[src/rtl/change_dispenser.sv]
// rtl/change_dispenser.sv - greedy coin change payout with per-denomination inventory
module change_dispenser #(
  parameter int INITIAL_COUNT = 5,
  parameter int MAX_COUNT     = 15
) (
  input  logic        clock,
  input  logic        reset,
  input  logic        start,
  input  logic [15:0] change_amount,
  input  logic        deposit_valid,
  input  logic [1:0]  deposit_coin,
  output logic        coin_valid,
  output logic [1:0]  coin_out,
  input  logic        coin_ready,
  output logic        busy,
  output logic        done,
  output logic        error,
  output logic [15:0] remaining,
  output logic [3:0]  count_500,
  output logic [3:0]  count_1000,
  output logic [3:0]  count_2000,
  output logic [3:0]  count_5000
);

  typedef enum logic [2:0] {S_IDLE, S_SELECT, S_ISSUE, S_DONE, S_FAIL} state_t;

  localparam logic [3:0] INIT_CNT = 4'(INITIAL_COUNT);
  localparam logic [3:0] MAX_CNT  = 4'(MAX_COUNT);

  state_t      state_q, state_d;
  logic [15:0] remaining_q, remaining_d;
  logic        coin_valid_q, coin_valid_d;
  logic [1:0]  coin_out_q, coin_out_d;
  logic [3:0]  count_q [4];
  logic [3:0]  count_d [4];
  logic        accept;
  logic        pick_found;
  logic [1:0]  pick;

  function automatic logic [15:0] coin_value(input logic [1:0] d);
    case (d)
      2'd0:    return 16'd5;
      2'd1:    return 16'd10;
      2'd2:    return 16'd20;
      default: return 16'd50;
    endcase
  endfunction

  assign accept = (state_q == S_ISSUE) && coin_valid_q && coin_ready;

  // Ascending scan: the last qualifying denomination is the largest one.
  always_comb begin
    pick_found = 1'b0;
    pick       = 2'd0;
    for (int i = 0; i < 4; i++) begin
      if ((coin_value(2'(i)) <= remaining_q) && (count_q[i] != 4'd0)) begin
        pick_found = 1'b1;
        pick       = 2'(i);
      end
    end
  end

  always_comb begin
    state_d      = state_q;
    remaining_d  = remaining_q;
    coin_valid_d = coin_valid_q;
    coin_out_d   = coin_out_q;
    case (state_q)
      S_IDLE: begin
        if (start) begin
          remaining_d = change_amount;
          state_d     = S_SELECT;
        end
      end
      S_SELECT: begin
        if (remaining_q == 16'd0) begin
          state_d = S_DONE;
        end else if ((remaining_q % 16'd5) != 16'd0) begin
          state_d = S_FAIL;
        end else if (pick_found) begin
          coin_out_d   = pick;
          coin_valid_d = 1'b1;
          state_d      = S_ISSUE;
        end else begin
          state_d = S_FAIL;
        end
      end
      S_ISSUE: begin
        if (accept) begin
          remaining_d  = remaining_q - coin_value(coin_out_q);
          coin_valid_d = 1'b0;
          state_d      = S_SELECT;
        end
      end
      S_DONE:  state_d = S_IDLE;
      S_FAIL:  state_d = S_IDLE;
      default: state_d = S_IDLE;
    endcase
  end

  // A same-denomination deposit and ejection on one edge cancel out.
  always_comb begin
    for (int i = 0; i < 4; i++) begin
      count_d[i] = count_q[i];
      if (accept && (coin_out_q == 2'(i))) begin
        if (!(deposit_valid && (deposit_coin == 2'(i)))) begin
          count_d[i] = count_q[i] - 4'd1;
        end
      end else if (deposit_valid && (deposit_coin == 2'(i)) && (count_q[i] < MAX_CNT)) begin
        count_d[i] = count_q[i] + 4'd1;
      end
    end
  end

  always_ff @(posedge clock or posedge reset) begin
    if (reset) begin
      state_q      <= S_IDLE;
      remaining_q  <= 16'd0;
      coin_valid_q <= 1'b0;
      coin_out_q   <= 2'd0;
      for (int i = 0; i < 4; i++) count_q[i] <= INIT_CNT;
    end else begin
      state_q      <= state_d;
      remaining_q  <= remaining_d;
      coin_valid_q <= coin_valid_d;
      coin_out_q   <= coin_out_d;
      for (int i = 0; i < 4; i++) count_q[i] <= count_d[i];
    end
  end

  assign coin_valid = coin_valid_q;
  assign coin_out   = coin_out_q;
  assign busy       = (state_q != S_IDLE);
  assign done       = (state_q == S_DONE);
  assign error      = (state_q == S_FAIL);
  assign remaining  = remaining_q;
  assign count_500  = count_q[0];
  assign count_1000 = count_q[1];
  assign count_2000 = count_q[2];
  assign count_5000 = count_q[3];

endmodule

[config.mk]
export PLATFORM = sky130hd
export DESIGN_NAME = change_dispenser
export DESIGN_NICKNAME = d
export VERILOG_FILES = /design/src/rtl/change_dispenser.sv
export SDC_FILE = /design/constraint.sdc
export NUM_CORES = 1
export LEC_CHECK = 0
export CAP_MARGIN = 30
export CORE_ASPECT_RATIO = 0.6
export CORE_MARGIN = 5
export CORE_UTILIZATION = 25
export DETAILED_ROUTE_END_ITERATION = 16
export GPL_TIMING_DRIVEN = 0
export PLACE_DENSITY = 0.4
export SETUP_SLACK_MARGIN = 0.05
export SLEW_MARGIN = 20
export SYNTH_ARGS = -nofsm -noshare
export SYNTH_HDL_FRONTEND = slang
export SYNTH_SLANG_ARGS = --single-unit
[constraint.sdc]
create_clock -name clock -period 9.9 [get_ports clock]
set_input_delay 1.485 -clock clock [delete_from_list [all_inputs] [get_ports clock]]
set_output_delay 1.485 -clock clock [all_outputs]
set_load 0.02 [all_outputs]
==> metrics.md, run 1 <==
| Metric | Value |
|---|---|
| Run status | finished, final reports clean |
| Setup clock skew after layout | roughly 0.0036 ns |
| Dominant register cell in the synthesized netlist | sky130_fd_sc_hd__dfrtp_1 |
| Longest Clk Path Bufs | 2 |
| Die span in x | 178 um |
| Die Y | 111 um |
| First-pass detailed-route iteration total | 5 |
| Final min period | a little under 6 ns |
| Number of failing hold endpoints at the final stage | 0 |
| Termination of the worst setup path | coin_out[0]$_DFFE_PP0P_ |
| Number of H-tree levels | 2 |
| Post-CTS Resized | 0 |
| Reg-to-Reg Start | remaining[13]$_DFFE_PP0P_ |
| Final standard cell count with taps included and fillers excluded | 833 |
| CP max stage delay | around 0.52 ns |
| Critical path launch point type | flop |
| Global-route congestion overflow total | 0 |
| Port Buffer Count | 60 |
| Post-Place Cell Area | 5130 um^2 |
| Number of global-route vias before repair | 4,173 |
| Total of flip-flops plus latches after synthesis | 38 |
| Worst hold-check slack | 0.512 ns |
| Fmax achieved | 169 MHz |
| Count of cell types in the netlist | 90 |
| Beginning of the critical path | remaining[13]$_DFFE_PP0P_ |
| Initial detailed-routing violation count | between 300 and 400 |
| Sequential fraction of the synthesis area | 22.8% |
| Count of cells along the worst register-to-register path | 19 |
| DP Wirelength | roughly 12,000 um |
| Global-route wire length before repair | 23,600 um |
| Syn nets | 580 |
| Average vias per placed instance | 5.39 |
| Area added between synthesis and finish | 25.0% |
| Critical path type | flop to flop |
| Pins Over Slew Limit | 0 |
| TritonCTS clock tree | built |
| Cell area after synthesis | about 4200 um^2 |
| Fraction of the cycle the final worst path needs | 59.6% |
| Worst min-delay path startpoint | count_5000[3]$_DFFE_PP0P_ |
| Skew-Pair Late Insertion Delay | 0.29 ns |
| Transition at the pin with the smallest max-transition slack | 0.736 ns |
| Yosys warnings | 0 |
| Pin count of the biggest net entering global routing | 24 |
| Total clock sinks | 38 |
| Via count | 4,487 |
| Root Driver | sky130_fd_sc_hd__clkbuf_16 |
| Unrepaired setup endpoints after global routing | false |
| Boundary Pins | slightly above 60 |
| Antenna fix cells | 0 |
| Slowest stage cell, crit path | sky130_fd_sc_hd__a32oi_2 |
| Remaining max-slew budget at the tightest pin | between 50% and 60% |
| Series of cell instances along the critical path | buf_4 > buf_2 > nand3_1 > a32oi_2 > nor2_2 > a41oi_2 > nand3_2 > o31ai_1 > o211ai_1 > a21oi_1 > buf_2 > nor3_1 > a21o_1 > a22oi_1 > ha_1 > o211a_1 > a221o_1 > nor4b_4 > mux2_4 |
| Asr flop ratio synth | 100% |
| Cell taking the most area after synthesis | sky130_fd_sc_hd__dfrtp_1 |
| Initial antenna violation count | 0 |
| Required time worst endpoint | 10.07 ns |
| Most Frequent Cell on Critical Path | sky130_fd_sc_hd__buf_2 |
| Detailed-route wire length per cell | 17.7 um |
| Antenna-violating nets left | 0 |
| Final setup fails | 0 |
| Placed Instances | 825 |
| Synthesized instance count | 536 |
| Mean instance size in the synthesized netlist | 7.88 um^2 |
| Routability congestion estimate from global placement | 0.876 |
| Post-synth EDFFs | 0 |
| Core region area | 16,400 um^2 |
| Layout cells sized above 1 | 10.2% |
| Max-cap violations | 0 |
| CP Max Fanout | 10 |
| Aggregate global-route resource usage | 14.9% |
| Leading post-synthesis cells by instance count | sky130_fd_sc_hd__a21oi_1 (52), sky130_fd_sc_hd__nor2_1 (43), sky130_fd_sc_hd__nand2_1 (37), sky130_fd_sc_hd__dfrtp_1 (30), sky130_fd_sc_hd__o21ai_0 (29) |
| Nets | 648 |
| Cts bufs inserted | 5 |
| Row count | 36 |
| Worst flop-to-flop path endpoint | coin_out[0]$_DFFE_PP0P_ |
| Clock transition at path regs | 0.06 ns |
| Final Instance Area | 5280 um^2 |
| Register-to-register path setup slack | 4.00 ns |
| Buffers inserted during post-CTS setup optimization | 0 |
| Top cell type's share of synthesized area | ~18% |
| Final WL | around 15,000 um |
| Initial standard-cell utilization of the core | approximately a quarter |
| Arr. time, crit path | 6.08 ns |
| Overall die area | 19,700 um^2 |
| Main area contributors after synthesis | sky130_fd_sc_hd__dfrtp_1 (18%), sky130_fd_sc_hd__a21oi_1 (6.2%), sky130_fd_sc_hd__dfstp_2 (5.0%) |
| Setup TNS | 0 ns |
| Remaining DRCs | 0 |
| Sort of element at the end of the critical path | flop |
| Type of the most critical hold path | flop to flop |
| Most frequently used cell type in the post-synthesis netlist | sky130_fd_sc_hd__a21oi_1 |
| Hold-fix buffer count after cts | 0 |
registers in the layout, indices dropped and copies added, names as in the netlist:
| signal | count |
|---|---|
| remaining | 16 |
| count_1000 | 4 |
| count_2000 | 4 |
| count_5000 | 4 |
| count_500 | 4 |
| state_q | 3 |
| coin_out | 2 |
| coin_valid | 1 |
cells in the final DEF, fill, tap and decap left out, types with 4 or more instances in the layout:
master,instances
sky130_fd_sc_hd__o22ai_1,5
sky130_fd_sc_hd__nand3_1,27
sky130_fd_sc_hd__buf_4,5
sky130_fd_sc_hd__clkbuf_1,17
sky130_fd_sc_hd__or3_1,5
sky130_fd_sc_hd__nand2_1,37
sky130_fd_sc_hd__dfrtp_1,30
sky130_fd_sc_hd__nor4_1,6
sky130_fd_sc_hd__a21oi_1,52
sky130_fd_sc_hd__buf_6,4
sky130_fd_sc_hd__o21ai_1,5
sky130_fd_sc_hd__and3b_1,4
sky130_fd_sc_hd__nor3b_1,9
sky130_fd_sc_hd__nor2b_1,6
sky130_fd_sc_hd__inv_1,27
sky130_fd_sc_hd__nand3b_1,4
sky130_fd_sc_hd__o21ai_0,29
sky130_fd_sc_hd__and3_1,4
sky130_fd_sc_hd__fa_1,5
sky130_fd_sc_hd__xnor2_1,13
sky130_fd_sc_hd__ha_1,16
sky130_fd_sc_hd__nand4_1,6
sky130_fd_sc_hd__clkbuf_16,5
sky130_fd_sc_hd__a31oi_1,8
sky130_fd_sc_hd__o211ai_1,8
sky130_fd_sc_hd__nor2_1,43
sky130_fd_sc_hd__dfstp_2,8
sky130_fd_sc_hd__buf_2,12
sky130_fd_sc_hd__a21o_1,9
sky130_fd_sc_hd__nor3_1,16
sky130_fd_sc_hd__nand2b_1,6
sky130_fd_sc_hd__xor2_1,11
sky130_fd_sc_hd__clkdlybuf4s50_1,60
cell families after synthesis:
kind of cell             Yosys count  synth area share [%]
adder cells (fa/ha/maj)           22                  7.35
AND/OR/NAND/NOR                  196                  25.8
AO/OA/AOI/OAI                    180                  29.7
buffers and inverters             70                  7.76
XOR/XNOR                          24                  4.98
flip-flops                        38                  22.8
multiplexers                       6                  1.69
area by class of cell:
| cell class | instances | area, um^2 |
|---|---|---|
| repair buffers | 61 | 621 |
| fillers | 1768 | 11100 |
| flip-flops and latches | 38 | 961 |
| plain buffers | 40 | 215 |
| multi-input cells | 428 | 2930 |
| clock buffers | 6 | 139 |
| inverters | 30 | 113 |
| well taps | 228 | 285 |
| clock inverters | 2 | 12.5 |
metrics by stage:
step                      setup slack, ns  util, %
after floorplan                      4.99        -
after global placement               4.09     31.2
after detailed placement             4.12     31.3
after CTS                            4.08     32.2
after global routing                 3.53     32.2
final                                4.00     32.2
critical path, delay by kind of cell, from the launching register on:
family                   cells  cell delay (ns)
buffers and inverters        3             0.75
AO/OA/AOI/OAI                9             2.89
multiplexers                 1             0.33
flip-flops                   1             0.37
adder cells (fa/ha/maj)      1             0.38
AND/OR/NAND/NOR              5             1.05
worst min path at each step:
stage / cells past startpoint / slack (ns) / to
2_1_floorplan: 2 / 0.53 / count_500[2]$_DFFE_PP1P_
5_1_grt: 2 / 0.54 / count_500[2]$_DFFE_PP1P_
3_3_place_gp: 2 / 0.51 / count_500[2]$_DFFE_PP1P_
3_5_place_dp: 1 / 0.51 / count_5000[3]$_DFFE_PP0P_
4_1_cts: 1 / 0.52 / count_5000[3]$_DFFE_PP0P_
6_report: 1 / 0.51 / count_5000[3]$_DFFE_PP0P_
routing by layer:
metal  track usage (%)  part of all wire (%)  wire (um)
met1              24.1                    53       7830
met2              20.0                    41       5980
met3              2.59                   5.3        789
met4              3.04                   1.1        158
met5                 0                     0          0
Power of run 1 is left out: the tool's default activity adds up to more than one toggle a clock period on the data nets, which glitch-free logic cannot reach.
==> run 2, diff against run 1 <==
- PLACE_DENSITY: 0.4 -> 0.41
- clock period: 9.9 -> 4.77 ns (I/O delays scaled with it)
==> run 2 against run 1 <==
- the flow now finishes with violations (negative setup slack)
- register-to-register slack got worse by 4.5 ns
- global-route usage rose by 0.74 points
- clock skew is 0.0082 ns higher
- sequential cell count unchanged
- non-clock buffer count rose by 42
- die area is the same
- utilization grew 5.1 points
- critical path type unchanged
==> metrics.md, run 2 (synthesized netlist as in run 1, its figures left out) <==
| Metric | Value |
|---|---|
| Run status | complete, but fails checks |
| Failing checks | negative setup slack |
| Skew-Pair Late Insertion Delay | 0.29 ns |
| Most frequent cells in the layout | sky130_fd_sc_hd__clkdlybuf4s50_1 (60), sky130_fd_sc_hd__a21oi_1 (48), sky130_fd_sc_hd__nor2_1 (40) |
| Antenna fix cells | 0 |
| Transition at the pin with the smallest max-transition slack | 0.707 ns |
| Final standard cell count with taps included and fillers excluded | ~900 |
| Average vias per placed instance | around 5.3 |
| Final Instance Area | 6120 um^2 |
| Final min period | 5.25 ns |
| Critical path type | flop to flop |
| Number of failing hold endpoints at the final stage | 0 |
| Max-cap violations | 0 |
| CP Max Fanout | 8 |
| Detailed-route wire length per cell | between 15 and 20 um |
| Antenna-violating nets left | 0 |
| Initial antenna violation count | 0 |
| Overall die area | 19,700 um^2 |
| Setup TNS | -1.88 ns |
| Core region area | 16,400 um^2 |
| Number of flip-flops in the largest register | 16 |
| Routability congestion estimate from global placement | around 0.85 |
| Post-Place Cell Area | 5280 um^2 |
| Cell depth of the worst min-delay path | 1 |
| Placed Instances | 825 |
| Remaining DRCs | 0 |
| Type of the most critical hold path | flop to flop |
| Clock transition at path regs | 0.07 ns |
| Required time worst endpoint | 4.94 ns |
| Pin count of the biggest net entering global routing | 21 |
| Final WL | 15,900 um |
| Count of cells along the worst register-to-register path | 22 |
| Fmax achieved | 190 MHz |
| Unrepaired setup endpoints after global routing | true |
| Total clock sinks | 38 |
| Setup clock skew after layout | ~0.012 ns |
| Sort of element at the end of the critical path | flop |
| Area added between synthesis and finish | 44.8% |
| Initial detailed-routing violation count | 378 |
| Slowest stage cell, crit path | sky130_fd_sc_hd__dfrtp_2 |
| Boundary Pins | 61 |
| Global-route wire length before repair | around 25,000 um |
| Most common cell after layout, fill and taps aside | sky130_fd_sc_hd__clkdlybuf4s50_1 |
| Series of cell instances along the critical path | buf_8 > and4bb_2 > nor4bb_4 > clkbuf_8 > o211ai_1 > a211oi_2 > buf_4 > a2111oi_4 > buf_4 > nor2_4 > o211ai_1 > buf_4 > a211o_1 > a211o_1 > nand3_2 > a22oi_2 > ha_2 > a221o_1 > a221o_1 > nor4b_4 > buf_4 > mux2_4 |
| Number of global-route vias before repair | 4,446 |
| Fraction of the cycle the final worst path needs | 110% |
| Die span in x | 178 um |
| Port Buffer Count | 60 |
| TritonCTS clock tree | built |
| Minimum setup slack in the final design | -0.482 ns |
| Arr. time, crit path | 5.42 ns |
| Register-to-register path setup slack | -0.48 ns |
| Final core area utilization | 37.3% |
| Die Y | between 100 and 150 um |
| Most Frequent Cell on Critical Path | sky130_fd_sc_hd__buf_4 |
| Reg-to-Reg Start | remaining[13]$_DFFE_PP0P_ |
| Row count | 36 |
| Longest Clk Path Bufs | 2 |
| DP Wirelength | 11,700 um |
| Root Driver | sky130_fd_sc_hd__clkbuf_16 |
| Number of H-tree levels | 2 |
| Layout cells sized above 1 | 23.5% |
| First-pass detailed-route iteration total | 5 |
| Pins Over Slew Limit | 0 |
| Worst flop-to-flop path endpoint | coin_out[0]$_DFFE_PP0P_ |
| Nets | 690 |
| Critical path launch point type | flop |
| Endpoint of the worst hold-timing path | count_1000[3]$_DFFE_PP0P_ |
| Aggregate global-route resource usage | roughly 16% |
| Cts bufs inserted | 5 |
| Remaining max-slew budget at the tightest pin | around 52% |
| CP max stage delay | roughly 0.44 ns |
| Via count | 4,643 |
| Filler instances | approximately 1,700 |
| Global-route congestion overflow total | 0 |
| Worst min-delay path startpoint | count_1000[3]$_DFFE_PP0P_ |
| Final setup fails | 5 |
| Initial standard-cell utilization of the core | 25.8% |
[run 2: critical path: cells and delay by family, from the launching register on]
kind	cells	cell delay, ns
AOI/OAI and AO/OA	9	1.95
adders and majority gates	1	0.21
buffers and inverters	6	1.10
DFF	1	0.44
muxes	1	0.29
and+or+nand+nor	5	1.13
[run 2: worst max path at each step]
stage | from | to | slack [ns]
floorplan | remaining[12]$_DFFE_PP0P_ | coin_out[0]$_DFFE_PP0P_ | 0.05
global placement | remaining[10]$_DFFE_PP0P_ | coin_out[0]$_DFFE_PP0P_ | -0.73
detailed placement | remaining[10]$_DFFE_PP0P_ | coin_out[0]$_DFFE_PP0P_ | -0.81
CTS | remaining[13]$_DFFE_PP0P_ | coin_out[0]$_DFFE_PP0P_ | -0.34
global route | remaining[15]$_DFFE_PP0P_ | coin_out[0]$_DFFE_PP0P_ | -0.65
finish | remaining[13]$_DFFE_PP0P_ | coin_out[0]$_DFFE_PP0P_ | -0.48
[run 2: layout make-up]
cell class / instances / area (um^2) / share of cell area (%)
sequential: 38 / 967 / 15.8
clock buffer: 7 / 143 / 2.33
tap: 228 / 285 / 4.66
multi-input combinational: 428 / 3340 / 54.7
inverter: 30 / 113 / 1.84
buffer: 40 / 264 / 4.32
clock inverter: 1 / 30.0 / 0.491
timing repair buffer: 103 / 971 / 15.9
[run 2: routing by layer]
layer	up-vias	global-route usage, %	part of all wire [%]
met1	2277	25.7	54
met2	136	21.4	41
met4	0	2.27	0.43
met3	4	2.11	4.8
met5	-	0	0
li1	2226	-	-
[run 2: what timing repair did]
action / in CTS / in global routing
resized for setup: 40 / 29
hold buffers: 0 / 0
endpoints found under the setup margin: 5 / 5
gates cloned: 3 / 1
buffers inserted: 24 / 14
pin swaps: 28 / 29
[run 2: metrics by stage]
step,hold WS [ns],setup slack (ns)
6_report,0.522,-0.482
5_1_grt,0.548,-0.649
4_1_cts,0.525,-0.336
3_5_place_dp,0.513,-0.813
3_3_place_gp,0.511,-0.731
2_1_floorplan,0.530,0.0549
Power of run 2 is left out for the same reason.
